===== src/rtl/hazard_ctrl.sv =====
// Pipeline sequencing controller: load-use bubbles, multi-cycle multiply, memory waits, branch flush.
// Define PERF_CNT_EN to build the saturating stall/flush performance counters.
module hazard_ctrl #(
  parameter int unsigned MUL_CYCLES = 4,
  parameter int unsigned CNT_W      = 16
) (
  input  logic             clk,
  input  logic             rst_n,
  input  logic             id_valid,
  input  logic [2:0]       id_rsrc1,
  input  logic [2:0]       id_rsrc2,
  input  logic             id_use1,
  input  logic             id_use2,
  input  logic             ex_valid,
  input  logic             ex_is_load,
  input  logic [2:0]       ex_rdst,
  input  logic             ex_mul_start,
  input  logic             ex_br_taken,
  input  logic             me_mem_req,
  input  logic             me_mem_ready,
  output logic             pc_en,
  output logic             ifid_en,
  output logic             idex_en,
  output logic             exme_en,
  output logic             mewb_en,
  output logic             ifid_flush,
  output logic             idex_bubble,
  output logic             exme_bubble,
  output logic             mewb_bubble,
  output logic             mul_busy,
  output logic             mul_done,
  output logic [CNT_W-1:0] stall_cycles,
  output logic [CNT_W-1:0] flush_count
);

  localparam int unsigned CntW = (MUL_CYCLES > 2) ? $clog2(MUL_CYCLES) : 1;
  localparam logic [CntW-1:0] CntLoad = CntW'(MUL_CYCLES - 2);

  typedef enum logic [0:0] {StRun, StMulBusy} state_e;

  state_e          state_q;
  logic [CntW-1:0] cnt_q;

  logic in_run;
  logic mem_wait;
  logic mul_start;
  logic mul_last;
  logic mul_stall;
  logic raw_hit;
  logic load_use;
  logic br_take;

  // Every hazard term is qualified by rst_n so reset decodes as plain RUN.
  always_comb begin
    in_run    = (state_q == StRun);
    mem_wait  = rst_n & me_mem_req & ~me_mem_ready;
    mul_start = rst_n & in_run & ex_valid & ex_mul_start;
    mul_last  = (state_q == StMulBusy) & (cnt_q == '0);
    mul_stall = mul_start | ((state_q == StMulBusy) & (cnt_q != '0));
    raw_hit   = (id_use1 & (id_rsrc1 == ex_rdst)) | (id_use2 & (id_rsrc2 == ex_rdst));
    load_use  = rst_n & in_run & ex_valid & ex_is_load & id_valid & raw_hit;
    br_take   = rst_n & ex_valid & ex_br_taken;
  end

  always_comb begin
    pc_en       = 1'b1;
    ifid_en     = 1'b1;
    idex_en     = 1'b1;
    exme_en     = 1'b1;
    mewb_en     = 1'b1;
    ifid_flush  = 1'b0;
    idex_bubble = 1'b0;
    exme_bubble = 1'b0;
    mewb_bubble = 1'b0;
    mul_done    = 1'b0;
    mul_busy    = (state_q == StMulBusy);
    if (mem_wait) begin
      pc_en       = 1'b0;
      ifid_en     = 1'b0;
      idex_en     = 1'b0;
      exme_en     = 1'b0;
      mewb_en     = 1'b0;
      mewb_bubble = 1'b1;
    end else if (mul_stall) begin
      pc_en       = 1'b0;
      ifid_en     = 1'b0;
      idex_en     = 1'b0;
      exme_en     = 1'b0;
      exme_bubble = 1'b1;
    end else begin
      mul_done = mul_last;
      if (br_take) begin
        ifid_flush  = 1'b1;
        idex_bubble = 1'b1;
      end else if (load_use) begin
        pc_en       = 1'b0;
        ifid_en     = 1'b0;
        idex_bubble = 1'b1;
      end
    end
  end

  // A memory wait freezes the multiply sequencer so the operation finishes late, not short.
  always_ff @(posedge clk or negedge rst_n) begin
    if (!rst_n) begin
      state_q <= StRun;
      cnt_q   <= '0;
    end else if (!mem_wait) begin
      case (state_q)
        StRun: begin
          if (ex_valid & ex_mul_start) begin
            state_q <= StMulBusy;
            cnt_q   <= CntLoad;
          end
        end
        StMulBusy: begin
          if (cnt_q != '0) begin
            cnt_q <= cnt_q - CntW'(1);
          end else begin
            state_q <= StRun;
          end
        end
        default: state_q <= StRun;
      endcase
    end
  end

`ifdef PERF_CNT_EN
  logic [CNT_W-1:0] stall_q;
  logic [CNT_W-1:0] flush_q;

  always_ff @(posedge clk or negedge rst_n) begin
    if (!rst_n) begin
      stall_q <= '0;
      flush_q <= '0;
    end else begin
      if (!pc_en && (stall_q != '1)) begin
        stall_q <= stall_q + CNT_W'(1);
      end
      if (ifid_flush && (flush_q != '1)) begin
        flush_q <= flush_q + CNT_W'(1);
      end
    end
  end

  assign stall_cycles = stall_q;
  assign flush_count  = flush_q;
`else
  assign stall_cycles = '0;
  assign flush_count  = '0;
`endif

endmodule

===== config.mk =====
export PLATFORM = sky130hd
export DESIGN_NAME = hazard_ctrl
export DESIGN_NICKNAME = d
export VERILOG_FILES = /design/src/rtl/hazard_ctrl.sv
export SDC_FILE = /design/constraint.sdc
export NUM_CORES = 1
export LEC_CHECK = 0
export ABC_AREA = 1
export ABC_CLOCK_PERIOD_IN_PS = 2550
export CAP_MARGIN = 30
export CORE_MARGIN = 2
export CORE_UTILIZATION = 32
export DETAILED_ROUTE_END_ITERATION = 7
export PLACE_DENSITY = 0.85
export REMOVE_ABC_BUFFERS = 1
export SYNTH_ARGS = -nofsm -noshare
export SYNTH_HDL_FRONTEND = slang
export SYNTH_SLANG_ARGS = --single-unit

===== constraint.sdc =====
create_clock -name clk -period 2.55 [get_ports clk]
set_input_delay 0.255 -clock clk [delete_from_list [all_inputs] [get_ports clk]]
set_output_delay 0.255 -clock clk [all_outputs]
set_load 0.01 [all_outputs]

==> reports/qor.csv, run 1 <==
stage,metric,value,unit
power_and_ir_drop,p_sw,0.218,mW
power_and_ir_drop,combPwrFrac,66.8,%
logic_synthesis,synth_area,652,µm²
global_routing,overflow,0,
sta,max_freq,458,MHz
sta,period_share,85.6,%
critical_path,critPathMaxFanout,7,
sta,layout_setup_ws,0.368,ns
floorplan,die_h,49.1,µm
clock_network,cts-root-buf,clkbuf_4,
placement,place.gp.congestion,0.741,
critical_path,crit_chain,clkdlybuf4s50_1 > nand2_1 > nor2_4 > nor3_2 > inv_2 > nand2_1 > clkdlybuf4s50_1,
route,ant_nets,0,
route,drc,0,
sta,clock_skew,0.00428,ns
power_and_ir_drop,internal_power,0.295,mW
flow_run,cap_violations,0,
critical_path,cp_slowest_cell,clkdlybuf4s50_1,
cells_and_area,n_fill_cell,195,
critical_path,cp-end-kind,primary output,
clock_network,postCtsHoldBufs,0,
critical_path,cp_top_family,buffers and inverters,
cells_and_area,design_area,873,µm²
cells_and_area,multi_input_area,374,µm²
route,vias,611,
logic_synthesis,ys_seq_elements,3,
route,routed_wl,1310,µm
critical_path,worstPathRequired,2.30,ns
clock_network,clk_latency,0.23,ns
clock_network,cts_tree,yes,
critical_path,path_buf_inv,3,
critical_path,start_kind,primary input,
clock_network,cts_htree_levels,1,
critical_path,cp.arrival,1.93,ns
power_and_ir_drop,clkPwrFrac,16.1,%
sta,min_period,2.18,ns
global_routing,grt_pass1_wl,1990,µm
placement,post_dp_cell_area,847,µm²
critical_path,crit_type,in -> out,
clock_network,post_cts_buffers,0,
sta,final_max_slew_viol_count,0,
cells_and_area,layout.nets,160,
global_routing,grt_max_degree,8,
cells_and_area,area.growth.synth_to_final,34.0,%
global_routing,grt_pass1_vias,513,
placement,place_hpwl,1160,µm
floorplan,fp.coreArea,0.00194,mm²
cells_and_area,regArea,75.1,µm²
power_and_ir_drop,power.leakage,0.476,nW
floorplan,start_util,33.6,%
floorplan,io_pins,63,
status,status,completed,
power_and_ir_drop,power_density,587,mW/mm²
cells_and_area,antennaDiodeCount,0,
sta,rsz0062_at_grt,false,
critical_path,r2r_setup_slack,1.31,ns
logic_synthesis,synth.distinct_cells,19,
global_routing,antenna_found_initial,0,
clock_network,numCtsBuffers,3,
clock_network,clock_path_buffers,2,
placement,place_ws,0.351,ns
logic_synthesis,yosysWarnings,0,
sta,setup-tns-final,0,ns
clock_network,cts_num_sinks,3,
power_and_ir_drop,swShare,42.5,%
floorplan,dieArea,0.00241,mm²
power_and_ir_drop,power,0.512,mW
floorplan,placementRows,16,
critical_path,critPathMaxStageDelay,0.53,ns
logic_synthesis,postSynthCellCount,107,
global_routing,grt_util_all_layers,10.7,%
min_path,hold_path.class,in -> async,
placement,portBuffers,30,
sta,report.final.hold_viol_count,0,
logic_synthesis,syn_avg_cell_area,6.09,µm²
route,dr.first_iter.drc_count,7,
clock_network,clk_pin_slew,0.04,ns
power_and_ir_drop,vdd_drop_max,0.267,mV
cells_and_area,drive_above_1_share,7.97,%
route,dr.pass1.iters,2,
floorplan,die_w,49.1,µm
route,vias_per_cell,3.70,
power_and_ir_drop,power_frac_seq,17.1,%
logic_synthesis,synth-seq-area-share,11.5,%
route,wl_per_cell,7.96,µm
sta,setup_violations,0,
clock_network,cts_resized,0,
cells in the final DEF (no fill, tap or decap), drive strengths merged:
cell type / count
nor2: 11
nand2: 29
clkbuf: 4
o21bai: 1
conb: 32
nand3: 4
nor3: 2
clkdlybuf4s50: 30
dfrtp: 3
ha: 1
o21ai: 3
inv: 17
o21a: 1
final timing paths:
check,cells past startpoint,startpoint,to
min reg2reg,2,cnt_q[0],cnt_q[0]
min in group clk,2,cnt_q[0],cnt_q[0]
max,7,rst_n,pc_en
max reg2reg,7,cnt_q[0],cnt_q[1]
min,1,rst_n,cnt_q[0]
max in group asynchronous,1,rst_n,mul_busy
area by class of cell:
cell class	instances	share of cell area (%)
tap	27	3.87
clock buffer	4	3.01
multi-input combinational	84	42.8
sequential	3	8.60
inverter	17	7.31
timing repair buffer	30	34.4
metrics by stage:
step / std cells / hold WS [ns] / utilization, %
2_1_floorplan: 104 / -0.0406 / -
4_1_cts: 165 / 0.246 / 45.0
3_5_place_dp: 161 / 0.498 / 43.6
3_3_place_gp: 161 / 0.490 / 43.6
5_1_grt: 165 / 0.248 / 45.0
6_report: 165 / 0.253 / 45.0
synthesized netlist by cell type:
| master | n | area [µm²] |
|---|---|---|
| o21ai_1 | 1 | 5.00 |
| o21ai_0 | 1 | 5.00 |
| o21bai_1 | 1 | 7.51 |
| buf_4 | 34 | 255 |
| nand3_2 | 1 | 10.0 |
| nand3_1 | 3 | 15.0 |
| o21ai_2 | 1 | 8.76 |
| inv_2 | 2 | 7.51 |
| dfrtp_1 | 3 | 75.1 |
| inv_1 | 15 | 56.3 |
| nor2_1 | 8 | 30.0 |
| nor2_2 | 1 | 6.26 |
| nor3_1 | 1 | 5.00 |
| o21a_1 | 1 | 7.51 |
| ha_1 | 1 | 12.5 |
| nor3_2 | 1 | 10.0 |
| nor2_4 | 2 | 22.5 |
| nand2_1 | 29 | 109 |
| conb_1 | 1 | 3.75 |
state kept, by name, summed over array words and instances, names as in the netlist:
| name | count |
|---|---|
| cnt_q | 2 |
| mul_busy | 1 |
logic make-up after synthesis:
family                     count (synthesis)  synth area share [%]
other                                      1                 0.575
and+or+nand+nor                           46                  31.9
adders and majority gates                  1                  1.92
AOI/OAI and AO/OA                          5                  5.18
buffers and inverters                     51                  48.9
DFF                                        3                  11.5
power by group through the flow:
stage / logic [mW] / clock network, mW / registers, mW
global route: 0.377 / 0.0930 / 0.0896
finish: 0.342 / 0.0827 / 0.0876
global placement: 0.332 / 0 / 0.0841
floorplan: 0.180 / 0 / 0.0858
CTS: 0.346 / 0.0867 / 0.0873
detailed placement: 0.344 / 0 / 0.0876
metal layers:
metal | GRT usage, % | vias up | wire length [µm]
met2 | 18.5 | 38 | 643
met3 | 4.29 | 2 | 171
li1 | - | 313 | -
met1 | 9.76 | 258 | 472
met4 | 9.05 | 0 | 27
met5 | 0 | - | 0
No activity file was read; power rests on OpenSTA's default activity.
==> run 2, diff against run 1 <==
--- a/config.mk
+++ b/config.mk
@@ -6,7 +6,6 @@
 export NUM_CORES = 1
 export LEC_CHECK = 0
 export ABC_AREA = 1
-export ABC_CLOCK_PERIOD_IN_PS = 2550
 export CAP_MARGIN = 30
 export CORE_MARGIN = 2
 export CORE_UTILIZATION = 32
==> results of run 2 <==
The final DEF is identical to that of run 1; final timing and power are the same.
==> RTL change 1, RTL diff (flow settings as in run 1) <==
Add a define of `PERF_CNT_EN`.
--- a/src/rtl/hazard_ctrl.sv
+++ b/src/rtl/hazard_ctrl.sv
@@ -1,5 +1,7 @@
 // Pipeline sequencing controller: load-use bubbles, multi-cycle multiply, memory waits, branch flush.
 // Define PERF_CNT_EN to build the saturating stall/flush performance counters.
+`define PERF_CNT_EN
+
 module hazard_ctrl #(
   parameter int unsigned MUL_CYCLES = 4,
   parameter int unsigned CNT_W      = 16
Check against the original RTL: not equivalent (Yosys sat finds a counterexample within 4 cycles, from zero or initial values and one cycle with rst_n low).
==> RTL change 1 against run 1 <==
- final area rose to 3.6 times the old value
- largest power group unchanged
- final cell count rose to 3.0 times the old value
- critical path depth up 3
- combinational power rose to 3.2 times the old value
- total power rose to 4.5 times the old value
- sequential cell count up 32
- via count rose to 3.9 times the old value
- non-clock buffer count up 37
- register-to-register slack worse by 0.68 ns
- worst setup slack worse by 0.18 ns
- critical endpoint is now idex_bubble
- area after synthesis rose to 3.7 times the old value
- wire length rose to 4.5 times the old value
==> RTL change 1: results (changes against run 1) <==
synth_seq_area_share: 0.364  # +0.249
antenna_cells: 0  # unchanged
fin_skew_ns: 0.00593  # +0.00165 ns
htree_levels: 2  # +1
cts_resized: 0  # unchanged
arrival_ns: 2.11  # +0.18 ns
wl_per_cell_um: 12.1  # +51%
grt_pass1_wl_um: 10400  # +420%
clk_latency_ns: 0.28  # +0.05 ns
drtPass1Iterations: 4  # +2
root_buffer: "clkbuf_8"
routabilityCongestion: 0.901  # +22%
yosysUniqueCellTypes: 29  # +10
leakage_nw: 1.42  # +200%
critPathTopFamily: "buffers and inverters"
ys_warn_count: 0  # unchanged
cts_made_buffers: 5  # +2
slowest_delay_ns: 0.54
critPathMaxFanout: 6  # -1
dp_hpwl_um: 4400  # +280%
synth_mux_area_frac: 0  # unchanged
syn_inst: 329  # +210%
final_nets: 417  # +160%
drt-initial-drc-count: 83  # +76
port_buffers: 62  # +110%
clk_pin_slew_ns: 0.07  # +0.03 ns
synth.top_cells.by_area: "dfrtp_1, nand2_1, inv_1"
viasPerCell: 4.81  # +30%
slowest_stage: "dlygate4sd3_1"
synth_common_cells: "nand2_1, dfrtp_1, inv_1"
drive_gt1_frac: 0.0916  # +0.0119
async_reset_ff_frac: 1.00  # unchanged
layout.cells.non_filler: 492  # +200%
antenna_found_initial: 0  # unchanged
place_area_um2: 3100  # +270%
yosys.area_share.adder: 0.0156  # -0.00358
worst_pin_slew_ns: 0.359
cts_setup_buffers: 0  # unchanged
start_kind: "input pin"
outcome: "finished, final reports clean"
vdd_ir_drop_max_mv: 0.370  # +39%
synth_xor_area_frac: 0.0760  # +0.0760
cts_hold_buf: 1  # +1
grt_max_degree: 22  # +14
clock_path_buffers: 2  # unchanged
globalRouteTotalUtil: 0.151  # +0.0432
reg2reg_depth: 14  # +7
synth_compound_area_frac: 0.0469  # -0.00497
grt_pass1_vias: 2395  # +370%
hold_class: "in2async"
-- RTL change 1: changes by cell type after synthesis, moves of 9 or more --
| cell | change |
|---|---|
| buf_4 | -31 |
| dfrtp_1 | +32 |
| inv_1 | +20 |
| nand2_1 | +78 |
| nand3_1 | +14 |
| nand4_1 | +21 |
| nor2_1 | +24 |
| o21ai_0 | +9 |
| xnor2_1 | +9 |
| xor2_1 | +10 |
-- RTL change 1: report_power, final --
group	internal (W)	leakage, nW	switching (W)
Sequential	0.000692	0.465	0.000183
Combinational	0.000529	0.914	0.000548
Clock	0.000182	0.0371	0.000191
Total	0.00140	1.42	0.000922
-- RTL change 1: through the flow --
| stage | util | hold WS (ns) | worst slack (ns) | power, W |
|---|---|---|---|---|
| detailed placement | 0.427 | 0.0841 | 0.289 | 0.00196 |
| CTS | 0.438 | 0.347 | 0.188 | 0.00234 |
| global route | 0.438 | 0.355 | 0.0804 | 0.00250 |
| global placement | 0.427 | 0.0820 | 0.332 | 0.00192 |
| floorplan | - | -0.0406 | 0.884 | 0.00142 |
| finish | 0.438 | 0.349 | 0.190 | 0.00233 |
-- RTL change 1: worst register-to-register path, stage by stage (launching register included) --
cell	delay, ns
dfrtp_1	0.36
inv_1	0.09
ha_1	0.15
inv_1	0.05
nand2_1	0.08
nand2_1	0.07
nand2_2	0.10
nand2_4	0.07
inv_4	0.09
nand2_4	0.05
buf_4	0.21
nor2_8	0.30
nand2_1	0.09
nand2_1	0.06
nand2_1	0.05
-- RTL change 1: final timing paths --
path	start	endpoint	slack [ns]
worst max-delay path	rst_n	idex_bubble	0.19
worst min-delay path	rst_n	mul_busy	0.35
worst max register to register	cnt_q[0]	flush_count[3]	0.63
worst min register to register	stall_cycles[15]	stall_cycles[15]	0.54
max in group asynchronous	rst_n	flush_count[1]	1.74
min in group clk	stall_cycles[15]	stall_cycles[15]	0.54
-- RTL change 1: logic make-up after synthesis --
family | Yosys count
and+or+nand+nor | 202
AOI/OAI and AO/OA | 20
DFF | 35
buffers and inverters | 49
adders and majority gates | 3
xor gates and xnor gates | 20
-- RTL change 1: layout make-up --
class	count	area, um^2
clock buffer	6	72.6
tap	99	124
timing repair buffer	67	656
sequential	35	876
multi-input combinational	245	1300
fill	735	4080
inverter	40	153
-- RTL change 1: layer usage --
metal	track usage	share of wire
met4	0.0513	0.015
met5	0	0
met3	0.0351	0.051
met2	0.279	0.52
met1	0.168	0.41
==> RTL change 2, RTL diff (flow settings as in run 1) <==
Without the edit above. Set the parameter `CNT_W` to 20 (it was 16).
--- a/src/rtl/hazard_ctrl.sv
+++ b/src/rtl/hazard_ctrl.sv
@@ -2,7 +2,7 @@
 // Define PERF_CNT_EN to build the saturating stall/flush performance counters.
 module hazard_ctrl #(
   parameter int unsigned MUL_CYCLES = 4,
-  parameter int unsigned CNT_W      = 16
+  parameter int unsigned CNT_W      = 20
 ) (
   input  logic             clk,
   input  logic             rst_n,
Interface: changed (resized flush_count and stall_cycles); port bits go from 63 to 71. No check against the original RTL was run, so the function may have changed too.
==> RTL change 2 against run 1 <==
- die area grew 8.4%
- non-clock buffer count did not move
- fmax shrank 0.36%
- area after synthesis up 9.2%
- worst setup slack got worse by 0.0079 ns
- final area grew 3.6%
- core utilization shrank 2.9 points
- critical path depth did not move
- first-iteration DRC count unchanged
- total power is 0.30% higher
- synthesized cell count increased by 7.5%
- sequential cell count is the same
- wire length decreased by 8.3%
- critical endpoint unchanged
==> RTL change 2: results (changes against run 1) <==
outcome: "finished, final reports clean"
wl_per_cell_um: 6.93  # -13%
powerClk_w: 0.0000865  # +4.6%
hold_slack_ns: 0.255  # +0.00252 ns
cts_resized: 0  # unchanged
reg2reg_to: "mul_busy"
routabilityCongestion: 0.772  # +4.2%
route.met3.wl_um: 141  # -18%
root_buffer: "clkbuf_4"
pwr-share-seq: 0.164  # -0.007
dp_hpwl_um: 1060  # -8.5%
avgSynthCellArea_um2: 6.19  # +1.6%
pre_cts_slack_ns: 0.334  # -0.0169 ns
vias: 602  # -1.5%
grt_pass1_wl_um: 1710  # -14%
wl_met2_um: 592  # -7.9%
synth_seq_area_share: 0.105  # -0.00971
antenna_found_initial: 0  # unchanged
synth_ff_type: "dfrtp_1"
grt_pass1_vias: 446  # -13%
drive_gt1_frac: 0.0753  # -0.00437
largest_register_ff_count: 2  # unchanged
globalRouteTotalUtil: 0.0852  # -0.0222
arrival_ns: 1.93  # about the same
top_layer: "met3"
p_int_w: 0.000295  # about the same
place_area_um2: 878  # +3.7%
fin_skew_ns: 0.000535  # -0.00375 ns
layout.cells.non_filler: 174  # +5.5%
cts_made_buffers: 3  # unchanged
regMostFlops: "cnt_q"
clk_latency_ns: 0.23  # about the same
finalHoldViolCount: 0  # unchanged
yosysUniqueCellTypes: 19  # unchanged
wl_met1_um: 471  # -0.21%
nFillCells: 231  # +18%
synth.top_cells.by_area: "buf_4, nand2_1, dfrtp_1"
synth_common_cells: "buf_4, nand2_1, inv_1"
leakage_nw: 0.502  # +5.4%
r2r_slack_ns: 1.34  # +0.03 ns
drt-initial-drc-count: 7  # unchanged
period_share: 0.859  # +0.00308
drtPass1Iterations: 4  # +2
synth_edf_count: 0  # unchanged
vdd_ir_drop_max_mv: 0.291  # +9.0%
critPathMaxFanout: 7  # unchanged
clk_pin_slew_ns: 0.04  # about the same
p_sw_frac: 0.426  # +0.00118
reg2reg_depth: 7  # unchanged
grt_max_degree: 8  # unchanged
-- RTL change 2: cell types whose count changed after synthesis, sizes merged --
| cell | run 1 | this run |
|---|---|---|
| buf | 34 | 42 |
-- RTL change 2: cells by family (layout without fill, tap and decap cells) --
family / after synthesis / in the layout / share of synthesized area
buf+inv: 59 / 51 / 0.533
compound gates: 5 / 5 / 0.0474
flops: 3 / 3 / 0.105
other cells: 1 / 40 / 0.00527
fa+ha+maj: 1 / 1 / 0.0176
simple gates: 46 / 46 / 0.292
-- RTL change 2: worst max path at each step --
| stage | startpoint | endpoint | cells past startpoint |
|---|---|---|---|
| floorplan | cnt_q[0] | ifid_en | 8 |
| finish | rst_n | pc_en | 7 |
| global placement | rst_n | pc_en | 7 |
| CTS | rst_n | pc_en | 7 |
| global route | cnt_q[0] | idex_bubble | 9 |
| detailed placement | rst_n | pc_en | 7 |
-- RTL change 2: cell type report --
type / count / area (um^2) / share of cell area
multi-input cells: 92 / 404 / 0.447
repair buffers: 30 / 300 / 0.332
flip-flops and latches: 3 / 75.1 / 0.0830
inverters: 17 / 63.8 / 0.0705
well taps: 28 / 35.0 / 0.0387
clock buffers: 4 / 26.3 / 0.0290
-- RTL change 2: critical path, cell delays in order --
cell and delay [ns]:
clkdlybuf4s50_1 0.54, nand2_1 0.18, nor2_4 0.08, nor3_2 0.22, inv_2 0.05, nand2_1 0.08
clkdlybuf4s50_1 0.53
-- RTL change 2: metal layers --
metal / track usage / up-vias
li1: - / 321
met2: 0.141 / 36
met1: 0.107 / 245
met4: 0.0405 / 0
met5: 0 / -
met3: 0.0146 / 0
